**config.mk**
```make
export PLATFORM = sky130hd
export DESIGN_NAME = dcache_miss_ctrl_flat
export DESIGN_NICKNAME = d
export VERILOG_FILES = /design/src/rtl/dcache_miss_ctrl_if.sv /design/src/rtl/dcache_miss_ctrl.sv /design/src/flat_wrapper.sv
export SDC_FILE = /design/constraint.sdc
export NUM_CORES = 1
export LEC_CHECK = 0
export BUFFER_PORTS_ARGS = -buffer_cell sky130_fd_sc_hd__buf_4
export CORE_MARGIN = 8
export CORE_UTILIZATION = 30
export CTS_CLUSTER_DIAMETER = 50
export DETAILED_ROUTE_END_ITERATION = 7
export PLACE_DENSITY = 0.53
export SYNTH_ARGS = -nofsm -noshare
export SYNTH_HDL_FRONTEND = slang
export SYNTH_SLANG_ARGS = --single-unit
```
**constraint.sdc**
```tcl
create_clock -name clk -period 2 [get_ports clk]
set_clock_uncertainty 0.2 [all_clocks]
set_input_delay 0.2 -clock clk [delete_from_list [all_inputs] [get_ports clk]]
set_output_delay 0.2 -clock clk [all_outputs]
set_load 0.1 [all_outputs]
```
**src/rtl/dcache_miss_ctrl_if.sv**
```systemverilog
// Core / cache / memory signal bundle for the data-cache miss controller.
// The slave modport is the controller's view; the master modport is the
// view of whatever surrounds it (core, cache arrays and memory).
interface dcache_miss_ctrl_if #(
  parameter int BLOCK_SIZE = 128
);
  // core side
  logic                  req_valid_i;
  logic                  req_ready_o;
  logic                  req_we_i;
  logic [31:0]           req_addr_i;
  logic [31:0]           req_wdata_i;
  logic                  resp_valid_o;
  logic [31:0]           resp_rdata_o;
  // cache side
  logic                  c_r_en_o;
  logic [31:0]           c_r_addr_o;
  logic [31:0]           c_r_data_i;
  logic                  c_r_hit_i;
  logic                  c_w_en_o;
  logic [31:0]           c_w_addr_o;
  logic [31:0]           c_w_data_o;
  logic                  c_is_repair_o;
  logic [BLOCK_SIZE-1:0] c_repair_data_o;
  // memory side
  logic                  mem_req_valid_o;
  logic                  mem_req_ready_i;
  logic                  mem_req_we_o;
  logic [31:0]           mem_req_addr_o;
  logic [31:0]           mem_req_wdata_o;
  logic                  mem_resp_valid_i;
  logic [31:0]           mem_resp_data_i;

  modport slave (
    input  req_valid_i, req_we_i, req_addr_i, req_wdata_i,
    output req_ready_o, resp_valid_o, resp_rdata_o,
    input  c_r_data_i, c_r_hit_i,
    output c_r_en_o, c_r_addr_o, c_w_en_o, c_w_addr_o, c_w_data_o,
    output c_is_repair_o, c_repair_data_o,
    input  mem_req_ready_i, mem_resp_valid_i, mem_resp_data_i,
    output mem_req_valid_o, mem_req_we_o, mem_req_addr_o, mem_req_wdata_o
  );

  modport master (
    output req_valid_i, req_we_i, req_addr_i, req_wdata_i,
    input  req_ready_o, resp_valid_o, resp_rdata_o,
    output c_r_data_i, c_r_hit_i,
    input  c_r_en_o, c_r_addr_o, c_w_en_o, c_w_addr_o, c_w_data_o,
    input  c_is_repair_o, c_repair_data_o,
    output mem_req_ready_i, mem_resp_valid_i, mem_resp_data_i,
    input  mem_req_valid_o, mem_req_we_o, mem_req_addr_o, mem_req_wdata_o
  );
endinterface

```
**src/rtl/dcache_miss_ctrl.sv**
```systemverilog
// Data-cache miss controller: one outstanding word request at a time.
// Loads look up the cache and refill a whole block from memory on a miss;
// stores are write-through without allocation. BLOCK_SIZE must be a power
// of two of at least 64 bits.
module dcache_miss_ctrl #(
  parameter int BLOCK_SIZE = 128
) (
  input  logic               clk,
  input  logic               rst,
  dcache_miss_ctrl_if.slave  bus
);

  localparam int WORDS = BLOCK_SIZE / 32;
  localparam int CNT_W = $clog2(WORDS);
  localparam int OFF_W = $clog2(BLOCK_SIZE / 8);
  localparam logic [CNT_W-1:0] LAST_BEAT = CNT_W'(WORDS - 1);

  typedef enum logic [2:0] {
    IDLE, LOOKUP, MEM_RD, MEM_WAIT, REFILL, MEM_WR, RESP
  } state_e;

  state_e            state_q, state_d;
  logic              we_q;
  logic [31:0]       addr_q;
  logic [31:0]       wdata_q;
  logic [CNT_W-1:0]  cnt_q;
  logic [31:0]       buf_q [WORDS];
  logic [31:0]       rdata_q;

  logic              accept;
  logic              beat;
  logic [CNT_W-1:0]  word_sel;

  assign accept   = (state_q == IDLE) && bus.req_valid_i;
  assign beat     = (state_q == MEM_WAIT) && bus.mem_resp_valid_i;
  assign word_sel = addr_q[OFF_W-1:2];

  // State register; reset abandons any transaction in flight.
  always_ff @(posedge clk or negedge rst) begin
    // NOTE: sequential state uses non-blocking assignment so every flop
    // samples pre-edge values regardless of block evaluation order.
    if (!rst) state_q <= IDLE;
    else      state_q <= state_d;
  end

  // Next-state decode and all handshake/cache/memory outputs.
  always_comb begin
    // NOTE: every output gets a default first, so no path leaves one
    // unassigned and no latch is inferred.
    state_d             = state_q;
    bus.req_ready_o     = 1'b0;
    bus.resp_valid_o    = 1'b0;
    bus.resp_rdata_o    = '0;
    bus.c_r_en_o        = 1'b0;
    bus.c_r_addr_o      = '0;
    bus.c_w_en_o        = 1'b0;
    bus.c_w_addr_o      = '0;
    bus.c_w_data_o      = '0;
    bus.c_is_repair_o   = 1'b0;
    bus.c_repair_data_o = '0;
    bus.mem_req_valid_o = 1'b0;
    bus.mem_req_we_o    = 1'b0;
    bus.mem_req_addr_o  = '0;
    bus.mem_req_wdata_o = '0;

    case (state_q)
      IDLE: begin
        bus.req_ready_o = 1'b1;
        if (bus.req_valid_i) state_d = LOOKUP;
      end
      LOOKUP: begin
        if (we_q) begin
          // Store probes with a plain write; the cache only updates on hit.
          bus.c_w_en_o   = 1'b1;
          bus.c_w_addr_o = addr_q;
          bus.c_w_data_o = wdata_q;
          state_d        = MEM_WR;
        end else begin
          bus.c_r_en_o   = 1'b1;
          bus.c_r_addr_o = addr_q;
          state_d        = bus.c_r_hit_i ? RESP : MEM_RD;
        end
      end
      MEM_RD: begin
        bus.mem_req_valid_o = 1'b1;
        bus.mem_req_addr_o  = {addr_q[31:OFF_W], {OFF_W{1'b0}}};
        if (bus.mem_req_ready_i) state_d = MEM_WAIT;
      end
      MEM_WAIT: begin
        if (beat && (cnt_q == LAST_BEAT)) state_d = REFILL;
      end
      REFILL: begin
        bus.c_w_en_o      = 1'b1;
        bus.c_is_repair_o = 1'b1;
        bus.c_w_addr_o    = addr_q;
        for (int i = 0; i < WORDS; i++) bus.c_repair_data_o[32*i +: 32] = buf_q[i];
        state_d = RESP;
      end
      MEM_WR: begin
        bus.mem_req_valid_o = 1'b1;
        bus.mem_req_we_o    = 1'b1;
        bus.mem_req_addr_o  = addr_q;
        bus.mem_req_wdata_o = wdata_q;
        if (bus.mem_req_ready_i) state_d = RESP;
      end
      RESP: begin
        bus.resp_valid_o = 1'b1;
        bus.resp_rdata_o = rdata_q;
        state_d          = IDLE;
      end
      default: state_d = IDLE;
    endcase
  end

  // Request latch, beat counter, refill buffer and load-data register.
  always_ff @(posedge clk or negedge rst) begin
    if (!rst) begin
      we_q    <= 1'b0;
      addr_q  <= '0;
      wdata_q <= '0;
      cnt_q   <= '0;
      rdata_q <= '0;
      // NOTE: the refill buffer is a small register array, not a RAM, so it
      // is cleared on reset like the rest of the datapath.
      for (int i = 0; i < WORDS; i++) buf_q[i] <= '0;
    end else begin
      if (accept) begin
        we_q    <= bus.req_we_i;
        addr_q  <= bus.req_addr_i;
        wdata_q <= bus.req_wdata_i;
        rdata_q <= '0;  // stores respond with zero
      end
      if ((state_q == LOOKUP) && !we_q && bus.c_r_hit_i) rdata_q <= bus.c_r_data_i;
      if ((state_q == MEM_RD) && bus.mem_req_ready_i) cnt_q <= '0;
      if (beat) begin
        buf_q[cnt_q] <= bus.mem_resp_data_i;
        cnt_q        <= cnt_q + CNT_W'(1);
      end
      if (state_q == REFILL) rdata_q <= buf_q[word_sel];
    end
  end

endmodule

```
**src/flat_wrapper.sv**
```systemverilog
// flat-port wrapper written by rule: the top's interface ports become plain ports
module dcache_miss_ctrl_flat 
#(
  parameter int BLOCK_SIZE = 128
)
  (clk, rst, bus_req_valid_i, bus_req_we_i, bus_req_addr_i, bus_req_wdata_i, bus_req_ready_o, bus_resp_valid_o, bus_resp_rdata_o, bus_c_r_data_i, bus_c_r_hit_i, bus_c_r_en_o, bus_c_r_addr_o, bus_c_w_en_o, bus_c_w_addr_o, bus_c_w_data_o, bus_c_is_repair_o, bus_c_repair_data_o, bus_mem_req_ready_i, bus_mem_resp_valid_i, bus_mem_resp_data_i, bus_mem_req_valid_o, bus_mem_req_we_o, bus_mem_req_addr_o, bus_mem_req_wdata_o);
  dcache_miss_ctrl_if #(.BLOCK_SIZE(BLOCK_SIZE)) bus_i ();
  input  logic clk;
  input  logic rst;
  input wire logic [$bits(bus_i.req_valid_i)-1:0] bus_req_valid_i;
  input wire logic [$bits(bus_i.req_we_i)-1:0] bus_req_we_i;
  input wire logic [$bits(bus_i.req_addr_i)-1:0] bus_req_addr_i;
  input wire logic [$bits(bus_i.req_wdata_i)-1:0] bus_req_wdata_i;
  output wire logic [$bits(bus_i.req_ready_o)-1:0] bus_req_ready_o;
  output wire logic [$bits(bus_i.resp_valid_o)-1:0] bus_resp_valid_o;
  output wire logic [$bits(bus_i.resp_rdata_o)-1:0] bus_resp_rdata_o;
  input wire logic [$bits(bus_i.c_r_data_i)-1:0] bus_c_r_data_i;
  input wire logic [$bits(bus_i.c_r_hit_i)-1:0] bus_c_r_hit_i;
  output wire logic [$bits(bus_i.c_r_en_o)-1:0] bus_c_r_en_o;
  output wire logic [$bits(bus_i.c_r_addr_o)-1:0] bus_c_r_addr_o;
  output wire logic [$bits(bus_i.c_w_en_o)-1:0] bus_c_w_en_o;
  output wire logic [$bits(bus_i.c_w_addr_o)-1:0] bus_c_w_addr_o;
  output wire logic [$bits(bus_i.c_w_data_o)-1:0] bus_c_w_data_o;
  output wire logic [$bits(bus_i.c_is_repair_o)-1:0] bus_c_is_repair_o;
  output wire logic [$bits(bus_i.c_repair_data_o)-1:0] bus_c_repair_data_o;
  input wire logic [$bits(bus_i.mem_req_ready_i)-1:0] bus_mem_req_ready_i;
  input wire logic [$bits(bus_i.mem_resp_valid_i)-1:0] bus_mem_resp_valid_i;
  input wire logic [$bits(bus_i.mem_resp_data_i)-1:0] bus_mem_resp_data_i;
  output wire logic [$bits(bus_i.mem_req_valid_o)-1:0] bus_mem_req_valid_o;
  output wire logic [$bits(bus_i.mem_req_we_o)-1:0] bus_mem_req_we_o;
  output wire logic [$bits(bus_i.mem_req_addr_o)-1:0] bus_mem_req_addr_o;
  output wire logic [$bits(bus_i.mem_req_wdata_o)-1:0] bus_mem_req_wdata_o;
  assign bus_i.req_valid_i = bus_req_valid_i;
  assign bus_i.req_we_i = bus_req_we_i;
  assign bus_i.req_addr_i = bus_req_addr_i;
  assign bus_i.req_wdata_i = bus_req_wdata_i;
  assign bus_req_ready_o = bus_i.req_ready_o;
  assign bus_resp_valid_o = bus_i.resp_valid_o;
  assign bus_resp_rdata_o = bus_i.resp_rdata_o;
  assign bus_i.c_r_data_i = bus_c_r_data_i;
  assign bus_i.c_r_hit_i = bus_c_r_hit_i;
  assign bus_c_r_en_o = bus_i.c_r_en_o;
  assign bus_c_r_addr_o = bus_i.c_r_addr_o;
  assign bus_c_w_en_o = bus_i.c_w_en_o;
  assign bus_c_w_addr_o = bus_i.c_w_addr_o;
  assign bus_c_w_data_o = bus_i.c_w_data_o;
  assign bus_c_is_repair_o = bus_i.c_is_repair_o;
  assign bus_c_repair_data_o = bus_i.c_repair_data_o;
  assign bus_i.mem_req_ready_i = bus_mem_req_ready_i;
  assign bus_i.mem_resp_valid_i = bus_mem_resp_valid_i;
  assign bus_i.mem_resp_data_i = bus_mem_resp_data_i;
  assign bus_mem_req_valid_o = bus_i.mem_req_valid_o;
  assign bus_mem_req_we_o = bus_i.mem_req_we_o;
  assign bus_mem_req_addr_o = bus_i.mem_req_addr_o;
  assign bus_mem_req_wdata_o = bus_i.mem_req_wdata_o;
  dcache_miss_ctrl #(.BLOCK_SIZE(BLOCK_SIZE)) u_core (.clk(clk), .rst(rst), .bus(bus_i));
endmodule
```
== After elaboration in Yosys (flattened, before gate mapping) ==
Index checks and enable logic that the tools add are counted.
Cells by class
  add/sub/neg operators: 1
  order comparisons: 3
  equal/unequal tests: 11
  muxes and demuxes: 37
  bitwise gates (word level): 2
  reductions and logical operators: 13
Operators by type and width (number)
  32-bit two-way mux: 13
  128-bit bitwise mux: 1
  128-bit two-way mux: 1
  32-bit case mux with 2 select lines: 2
  32-bit binary-select mux with 2-bit select: 1
  32-bit demux with 2-bit select: 1
  3-bit two-way mux: 6
  3-bit case mux with 6 select lines: 1
  3-bit == test, second input constant: 3
  1-bit two-way mux: 8
  2-bit != test, second input constant: 4
  1-bit logical AND: 7
  3-bit by 2-bit == test with 1-bit output, second input constant: 2
  3-bit greater-or-equal comparator, second input constant: 2
  2-bit inverter with 3-bit output: 2
  2-bit two-way mux: 2
  4-bit AND reduction: 1
  3-bit by 1-bit == test with 1-bit output, second input constant: 1
  3-bit zero test: 1
  3-bit by 1-bit less-than comparator with 1-bit output, second input constant: 1
  3-bit nonzero test: 1
  2-bit by 1-bit adder with 2-bit output, second input constant: 1
  2-bit == test, second input constant: 1
  1-bit case mux with 2 select lines: 1
  other kinds (3): 3
Word-level totals
  register bits: 230
  output and inout port bits: 327

== Logic depth before layout (Yosys ltp) ==
Gate-level depths: netlist (run 1).
  depth in word-level cells: 6
  gate-level depth with buffers: 7

== Worst setup path after synthesis (run 1) ==
OpenSTA, ideal clock, no wires.
  path kind: flip-flop to flip-flop
  start point: reg u_core.state_q[1]
  end point: reg u_core.addr_q[24]
  data arrival time: 3.721 ns
  required time: 1.675 ns
  setup slack: -2.046 ns
  stages on the path, launching flop included: 7
  buffers on the path: 3
  clock period less this slack: 4.046 ns
  cell sequence: dfrtp_1 > clkbuf_2 > nor3_1 > and2_1 > buf_2 > buf_2 > mux2_2
On the way
  longest elaborated chain between the ends: 2
Ends and longest elaborated chain
  start: declaration: RTL line dcache_miss_ctrl.sv:22  | state_e state_q, state_d;
  start signal: assignment: RTL line dcache_miss_ctrl.sv:43  | else state_q <= state_d;
  3-bit zero test: RTL line dcache_miss_ctrl.sv:34  | assign accept = (state_q == IDLE) && bus.req_valid_i;
  1-bit logical AND: RTL line dcache_miss_ctrl.sv:34
  end signal: assignment: RTL line dcache_miss_ctrl.sv:129  | addr_q <= bus.req_addr_i;
  end: declaration: RTL line dcache_miss_ctrl.sv:24  | logic [31:0] addr_q;
Every way passes these cells.
A chain may end at the register's enable or synchronous reset.

== Worst setup path after layout (run 1) ==
  start point: reg u_core.state_q[2]
  end point: out bus_c_w_addr_o[21]
On the way
  longest elaborated chain between the ends: 2
Ends and longest elaborated chain
  3-bit == test / 3-bit by 1-bit == test with 1-bit output (equally long branches): RTL line dcache_miss_ctrl.sv:66  | case (state_q)
  32-bit case mux with 2 select lines (*): RTL line dcache_miss_ctrl.sv:66
  end: declaration: RTL line flat_wrapper.sv:22  | output wire logic [$bits(bus_i.c_w_addr_o)-1:0] bus_c_w_addr_o;
Every way passes the cells marked *; elsewhere a longest branch is shown, timed or not.

==> flow_metrics.py, run 1 <==
metrics = {
    "synthesis": {
        "synth_seq_area_share": 0.481,
        "yosysWarnings": 0,
        "post-synth-top-area-fraction": 0.481,
        "ys_async_sr_fraction": 1.00,
        "synth-seq-cells": 230,
        "synth_fp_nets": 1146,
        "synth_area_um2": 12000,
        "ys_top_cells_by_area": "dfrtp_1, mux2_2, and2_1",
        "synthCells": 1007,
        "ys.flop_type": "dfrtp_1",
        "synth_area_leader_cell": "dfrtp_1",
        "synth_edf_count": 0,
        "synth_cell_types": 38,
        "avgSynthCellArea_um2": 11.9,
    },
    "critical_path": {
        "slowest_delay_ns": 0.47,
        "path_cells": "or3_4 -> a21oi_4 -> buf_12 -> and2_4 -> buf_12",
        "cp_max_fo": 32,
        "slowest_stage": "dfrtp_2",
        "r2r-end": "u_core.addr_q[19]",
        "reg2reg_depth": 6,
        "crit_type": "register to primary output",
        "cp-end-kind": "primary output",
        "cp.arrival_ns": 2.18,
        "cp_common_cell": "buf_12",
        "r2r_slack_ns": -0.02,
        "crit_path_start_kind": "register",
        "worstPathRequired_ns": 1.60,
        "r2r_start": "u_core.state_q[0]",
    },
    "clock_tree": {
        "cts.sinks": 230,
        "clock_latency_ns": 0.54,
        "clock-root-buffer": "clkbuf_16",
        "numCtsBuffers": 31,
        "cts_tree": "done",
        "cts-htree-levels": 1,
        "cts_buffer_depth": 3,
        "clk_pin_slew_worst_paths_ns": 0.05,
    },
    "route": {
        "first_pass_iters": 4,
        "viasPerCell": 4.80,
        "detail_route.wirelength_mm": 51.5,
        "first_iter_violations": 477,
        "via_count": 10585,
        "wl_per_cell_um": 23.4,
        "drc": 0,
        "ant_nets": 0,
    },
    "place": {
        "dp_hpwl_mm": 34.9,
        "io_buffers": 461,
        "dp.cells": 1990,
        "place.gp.congestion": 0.814,
        "place_area_um2": 17900,
    },
    "outcome": {
        "status": "complete, but fails checks",
        "violations": "negative setup slack",
    },
    "power": {
        "power.total_w": 0.0410,
        "leakage_nw": 10.7,
        "ir_drop_mv": 0.849,
        "cellPowerDensity_nw_per_um2": 1730,
    },
    "timing": {
        "slew_viol_final": 0,
        "hold_violations": 0,
        "rsz0062_at_grt": "true",
        "relSlewSlack": 0.733,
        "worstMarginPinSlew_ns": 0.401,
        "final.min_clock_period_ns": 2.58,
        "period_share": 1.29,
        "finalSetupViolCount": 346,
        "fmax_ghz": 0.388,
        "fin_ws_ns": -0.579,
    },
    "global_routing": {
        "grt_pass1_vias": 11397,
        "gr-usage-all-layers": 0.198,
        "grt_pass1_wl_mm": 73.3,
        "grt_antenna_before_repair": 5,
        "gr-total-overflow": 0,
        "grt_max_degree": 51,
    },
    "cells_and_area": {
        "drive_gt1_frac": 0.707,
        "instances_no_fill": 2204,
        "postLayoutCoreUtil": 0.599,
        "final_nets": 1793,
        "areaGrowthSynthToFinish_pct": 98.2,
        "final_area_um2": 23700,
    },
    "floorplanning": {
        "die_area_um2": 46500,
        "fp-row-count": 73,
        "die_w_um": 216,
        "start_util": 0.302,
        "num_io_pins": 462,
        "die_h_um": 216,
        "core_um2": 39500,
    },
    "worst_hold_path": {
        "hp-class": "input pin to asynchronous set/reset pin",
    },
    "job": {
        "drv_cap": 0,
    },
}
placed cells by master (no fill, tap or decap), types with 6 or more instances in the layout:
master,instances
mux2_4,38
buf_12,271
nor2b_4,26
mux4_2,32
and3_4,30
clkbuf_16,36
mux2_2,154
buf_4,241
a21oi_1,22
dfrtp_1,227
and2_2,11
a21oi_2,12
buf_6,29
and3_2,7
a22oi_1,32
buf_8,15
clkbuf_1,12
dlygate4sd3_1,134
and2_4,248
nand2_1,6
nor2_1,34
synth_stat cells (2+ instances only):
cell type and count:
and2_1 259, dfrtp_1 230, mux2_2 192, clkbuf_1 46, and3_1 38, nor2_1 34
a22oi_1 32, mux4_2 32, buf_2 27, nor2b_1 27, a21oi_1 24, a21oi_2 12
nand2_1 10, inv_1 5, buf_4 4, ha_1 4, o21ai_0 4, and2b_1 3
buf_6 3, nor3_1 2, or3_1 2
kinds of logic (layout without fill, tap and decap cells):
kind of cell | count (synthesis) | count (layout) | synth area share
compound gates | 79 | 79 | 0.0461
fa+ha+maj | 4 | 4 | 0.00418
buf+inv | 87 | 755 | 0.0334
flops | 230 | 230 | 0.481
mux | 225 | 225 | 0.242
other cells | 0 | 4 | 0
simple gates | 382 | 382 | 0.193
sequential cells by signal (all words and copies together), names as in the netlist:
signal	cells
u_core.we_q	1
u_core.wdata_q	32
u_core.addr_q	32
u_core.cnt_q	2
u_core.state_q	3
u_core.rdata_q	32
u_core.buf_q	128
per-layer routing:
metal | up-vias | GRT usage | wire length [um]
met5 | - | 0 | 13
met4 | 2 | 0.0377 | 1040
met3 | 59 | 0.0622 | 3810
met2 | 403 | 0.337 | 25800
met1 | 5357 | 0.245 | 20800
li1 | 4764 | - | -
worst max-delay path, delay by kind of cell, from the launching register on:
kind,cells,cell delay [ns]
flip-flops,1,0.47
AO/OA/AOI/OAI,1,0.16
AND/OR/NAND/NOR,2,0.60
buffers and inverters,2,0.38
worst max-delay path by stage:
stage / slack [ns] / depth (start not counted) / from / endpoint
5_1_grt: -0.65 / 5 / u_core.state_q[2] / bus_c_w_addr_o[21]
4_1_cts: -0.62 / 6 / u_core.state_q[1] / bus_c_repair_data_o[97]
6_report: -0.58 / 5 / u_core.state_q[2] / bus_c_w_addr_o[21]
3_5_place_dp: -0.11 / 6 / u_core.state_q[0] / bus_c_repair_data_o[15]
2_1_floorplan: -0.52 / 6 / u_core.state_q[2] / u_core.addr_q[24]
3_3_place_gp: -0.07 / 6 / u_core.state_q[1] / bus_c_repair_data_o[103]
timing repair:
item                                    CTS  global route
resized for setup                       370           400
hold buffers                            135             0
endpoints found under the hold margin   460             0
gates cloned                              1             6
buffers inserted                          1            13
pin swaps                                22             4
endpoints found under the setup margin  354           485
final cells by class:
cell class,instances,area (um^2)
diodes,4,10.0
clock buffers,46,862
clock inverters,8,98.8
fillers,2990,15800
inverters,5,22.5
multi-input cells,690,7020
flip-flops and latches,230,5760
well taps,525,657
repair buffers,696,9280
power by group:
part | total (W) | leakage [nW] | internal [W] | switching [W]
clock network | 0.00523 | 0.462 | 0.00320 | 0.00202
registers | 0.00882 | 2.85 | 0.00680 | 0.00202
logic | 0.0270 | 7.35 | 0.0111 | 0.0159
metrics by stage:
| stage | setup WS, ns | setup TNS (ns) | hold slack (ns) |
|---|---|---|---|
| floorplan | -0.515 | -63.94 | -0.296 |
| global placement | -0.0669 | -5.59 | -0.0858 |
| CTS | -0.616 | -183.79 | 0.0448 |
| detailed placement | -0.106 | -11.60 | -0.0816 |
| finish | -0.579 | -157.01 | 0.0611 |
| global route | -0.651 | -192.14 | 0.0621 |
Note: power is estimated with default switching activity, not from simulation.
==> inputs of run 2 (changes only) <==
--- a/config.mk
+++ b/config.mk
@@ -6,11 +6,13 @@
 export NUM_CORES = 1
 export LEC_CHECK = 0
 export BUFFER_PORTS_ARGS = -buffer_cell sky130_fd_sc_hd__buf_4
+export CAP_MARGIN = 30
 export CORE_MARGIN = 8
 export CORE_UTILIZATION = 30
 export CTS_CLUSTER_DIAMETER = 50
 export DETAILED_ROUTE_END_ITERATION = 7
 export PLACE_DENSITY = 0.53
+export SETUP_SLACK_MARGIN = 0.02
 export SYNTH_ARGS = -nofsm -noshare
 export SYNTH_HDL_FRONTEND = slang
 export SYNTH_SLANG_ARGS = --single-unit
==> run 2 against run 1 <==
Net effect:
- the flow still finishes with violations (negative setup slack)
- global-route usage up 0.86 points
- clock power grew 27%
- die area is the same
- first-iteration DRC count up 13%
- worst setup slack improved by 0.058 ns
- combinational power barely moved
- design area is 0.17% lower
- core utilization shrank 0.10 points
==> flow_metrics.py, run 2 (synthesis results as in run 1) <==
metrics = {
    "clock_tree": {
        "cts_tree": "done",
        "cts-htree-levels": 2,
        "numCtsBuffers": 35,
        "clk_pin_slew_worst_paths_ns": 0.06,
        "cts_buffer_depth": 3,
        "clock_latency_ns": 0.50,
        "clock-root-buffer": "clkbuf_16",
        "cts.sinks": 230,
    },
    "route": {
        "detail_route.wirelength_mm": 52.0,
        "via_count": 10631,
        "first_pass_iters": 6,
        "first_iter_violations": 537,
        "wl_per_cell_um": 23.5,
        "viasPerCell": 4.80,
        "ant_nets": 0,
        "drc": 0,
    },
    "cells_and_area": {
        "fill_cells": 3023,
        "final_area_um2": 23700,
        "top_register": "u_core.buf_q",
        "final_common_cell": "buf_4",
        "largest_reg_flops": 128,
        "final_nets": 1802,
        "areaGrowthSynthToFinish_pct": 97.8,
        "final_cell_mix": "buf_4, and2_4, buf_12",
        "drive_gt1_frac": 0.715,
    },
    "power": {
        "leakage_nw": 10.8,
        "cellPowerDensity_nw_per_um2": 1780,
        "ir_drop_mv": 0.881,
        "power.total_w": 0.0422,
    },
    "worst_hold_path": {
        "hp-class": "input pin to asynchronous set/reset pin",
    },
    "floorplanning": {
        "die_w_um": 216,
        "die_h_um": 216,
        "core_um2": 39500,
        "start_util": 0.302,
        "fp-row-count": 73,
        "die_area_um2": 46500,
        "num_io_pins": 462,
    },
    "timing": {
        "relSlewSlack": 0.732,
        "fin_ws_ns": -0.521,
        "timing.setup.tns_ns": -156.08,
        "final.min_clock_period_ns": 2.52,
        "period_share": 1.26,
        "finalSetupViolCount": 510,
        "rsz0062_at_grt": "true",
        "fmax_ghz": 0.397,
        "hold_ws_ns": 0.103,
        "slew_viol_final": 0,
        "hold_violations": 0,
        "worstMarginPinSlew_ns": 0.403,
    },
    "place": {
        "io_buffers": 461,
        "place.gp.congestion": 0.811,
        "pre_cts_ws_ns": -0.0930,
        "dp_hpwl_mm": 34.7,
        "place_area_um2": 18000,
    },
    "global_routing": {
        "gr-total-overflow": 0,
        "grt_pass1_vias": 11633,
        "grt_max_degree": 63,
        "grt_pass1_wl_mm": 75.5,
        "gr-usage-all-layers": 0.207,
        "grt_antenna_before_repair": 3,
    },
    "outcome": {
        "violations": "negative setup slack",
        "status": "complete, but fails checks",
    },
    "critical_path": {
        "cp_max_fo": 8,
        "cp-end-kind": "primary output",
        "cp.arrival_ns": 2.12,
        "worstPathRequired_ns": 1.60,
        "crit_type": "register to primary output",
        "crit_path_start_kind": "register",
    },
    "job": {
        "drv_cap": 0,
    },
}
==> run 2: cell count changes in the layout (fill, tap and decap cells not counted), sizes merged <==
cell / previous run / this run
inv: 4 / 8
bufinv: 2 / 6
bufbuf: 0 / 1
buf: 557 / 559
clkinv: 4 / 7
clkinvlp: 3 / 1
diode: 4 / 3
==> run 2: final cells by class <==
| class | count | area, um^2 | area share |
|---|---|---|---|
| Timing Repair Buffer | 701 | 8930 | 0.377 |
| Inverter | 5 | 22.5 | 0.000952 |
| Multi-Input combinational cell | 690 | 7020 | 0.297 |
| Clock inverter | 17 | 258 | 0.0109 |
| Sequential cell | 230 | 5760 | 0.243 |
| Antenna cell | 3 | 7.51 | 0.000317 |
| Clock buffer | 44 | 1010 | 0.0428 |
| Tap cell | 525 | 657 | 0.0278 |
==> run 2: where the power goes <==
| part | leakage [nW] | internal (W) | switching [W] | total (W) |
|---|---|---|---|---|
| Clock | 0.631 | 0.00437 | 0.00227 | 0.00664 |
| Sequential | 2.85 | 0.00681 | 0.00197 | 0.00877 |
| Combinational | 7.29 | 0.0109 | 0.0159 | 0.0268 |
==> run 2: metrics by stage <==
stage	std cells	util
finish	2215	0.598
global route	2214	0.598
CTS	2192	0.568
detailed placement	1991	0.456
global placement	1991	0.456
floorplan	1007	-
==> run 2: worst paths after layout <==
path / startpoint / endpoint / slack (ns) / depth (start not counted)
worst max-delay path: u_core.state_q[0] / bus_c_repair_data_o[15] / -0.52 / 7
worst min register to register: u_core.rdata_q[23] / u_core.rdata_q[23] / 0.31 / 2
max in group asynchronous: rst / u_core.addr_q[3] / 1.11 / 3
worst min-delay path: rst / u_core.rdata_q[16] / 0.10 / 3
worst max register to register: u_core.state_q[2] / u_core.rdata_q[20] / -0.14 / 10
min in group clk: bus_req_wdata_i[30] / u_core.wdata_q[30] / 0.27 / 3
==> run 2: worst max-delay path, stage by stage (launching register included) <==
cell       delay (ns)
dfrtp_1          0.41
buf_6            0.15
nor3b_4          0.21
buf_6            0.17
buf_12           0.17
clkbuf_16        0.17
and2_4           0.15
buf_12           0.17
==> run 2: repair_timing <==
action                                 CTS  global route
resized for setup                      433           213
pin swaps                                9            10
endpoints found under the hold margin  460             0
gates cloned                             1             9
buffers inserted                         4            11
hold buffers                           135             0
setup endpoints to repair              359           415
==> run 2: routing by layer <==
metal  GRT usage  routed length [um]
met1       0.256               21300
met2       0.348               26000
met3      0.0552                3360
met4      0.0622                1320
met5           0                  13
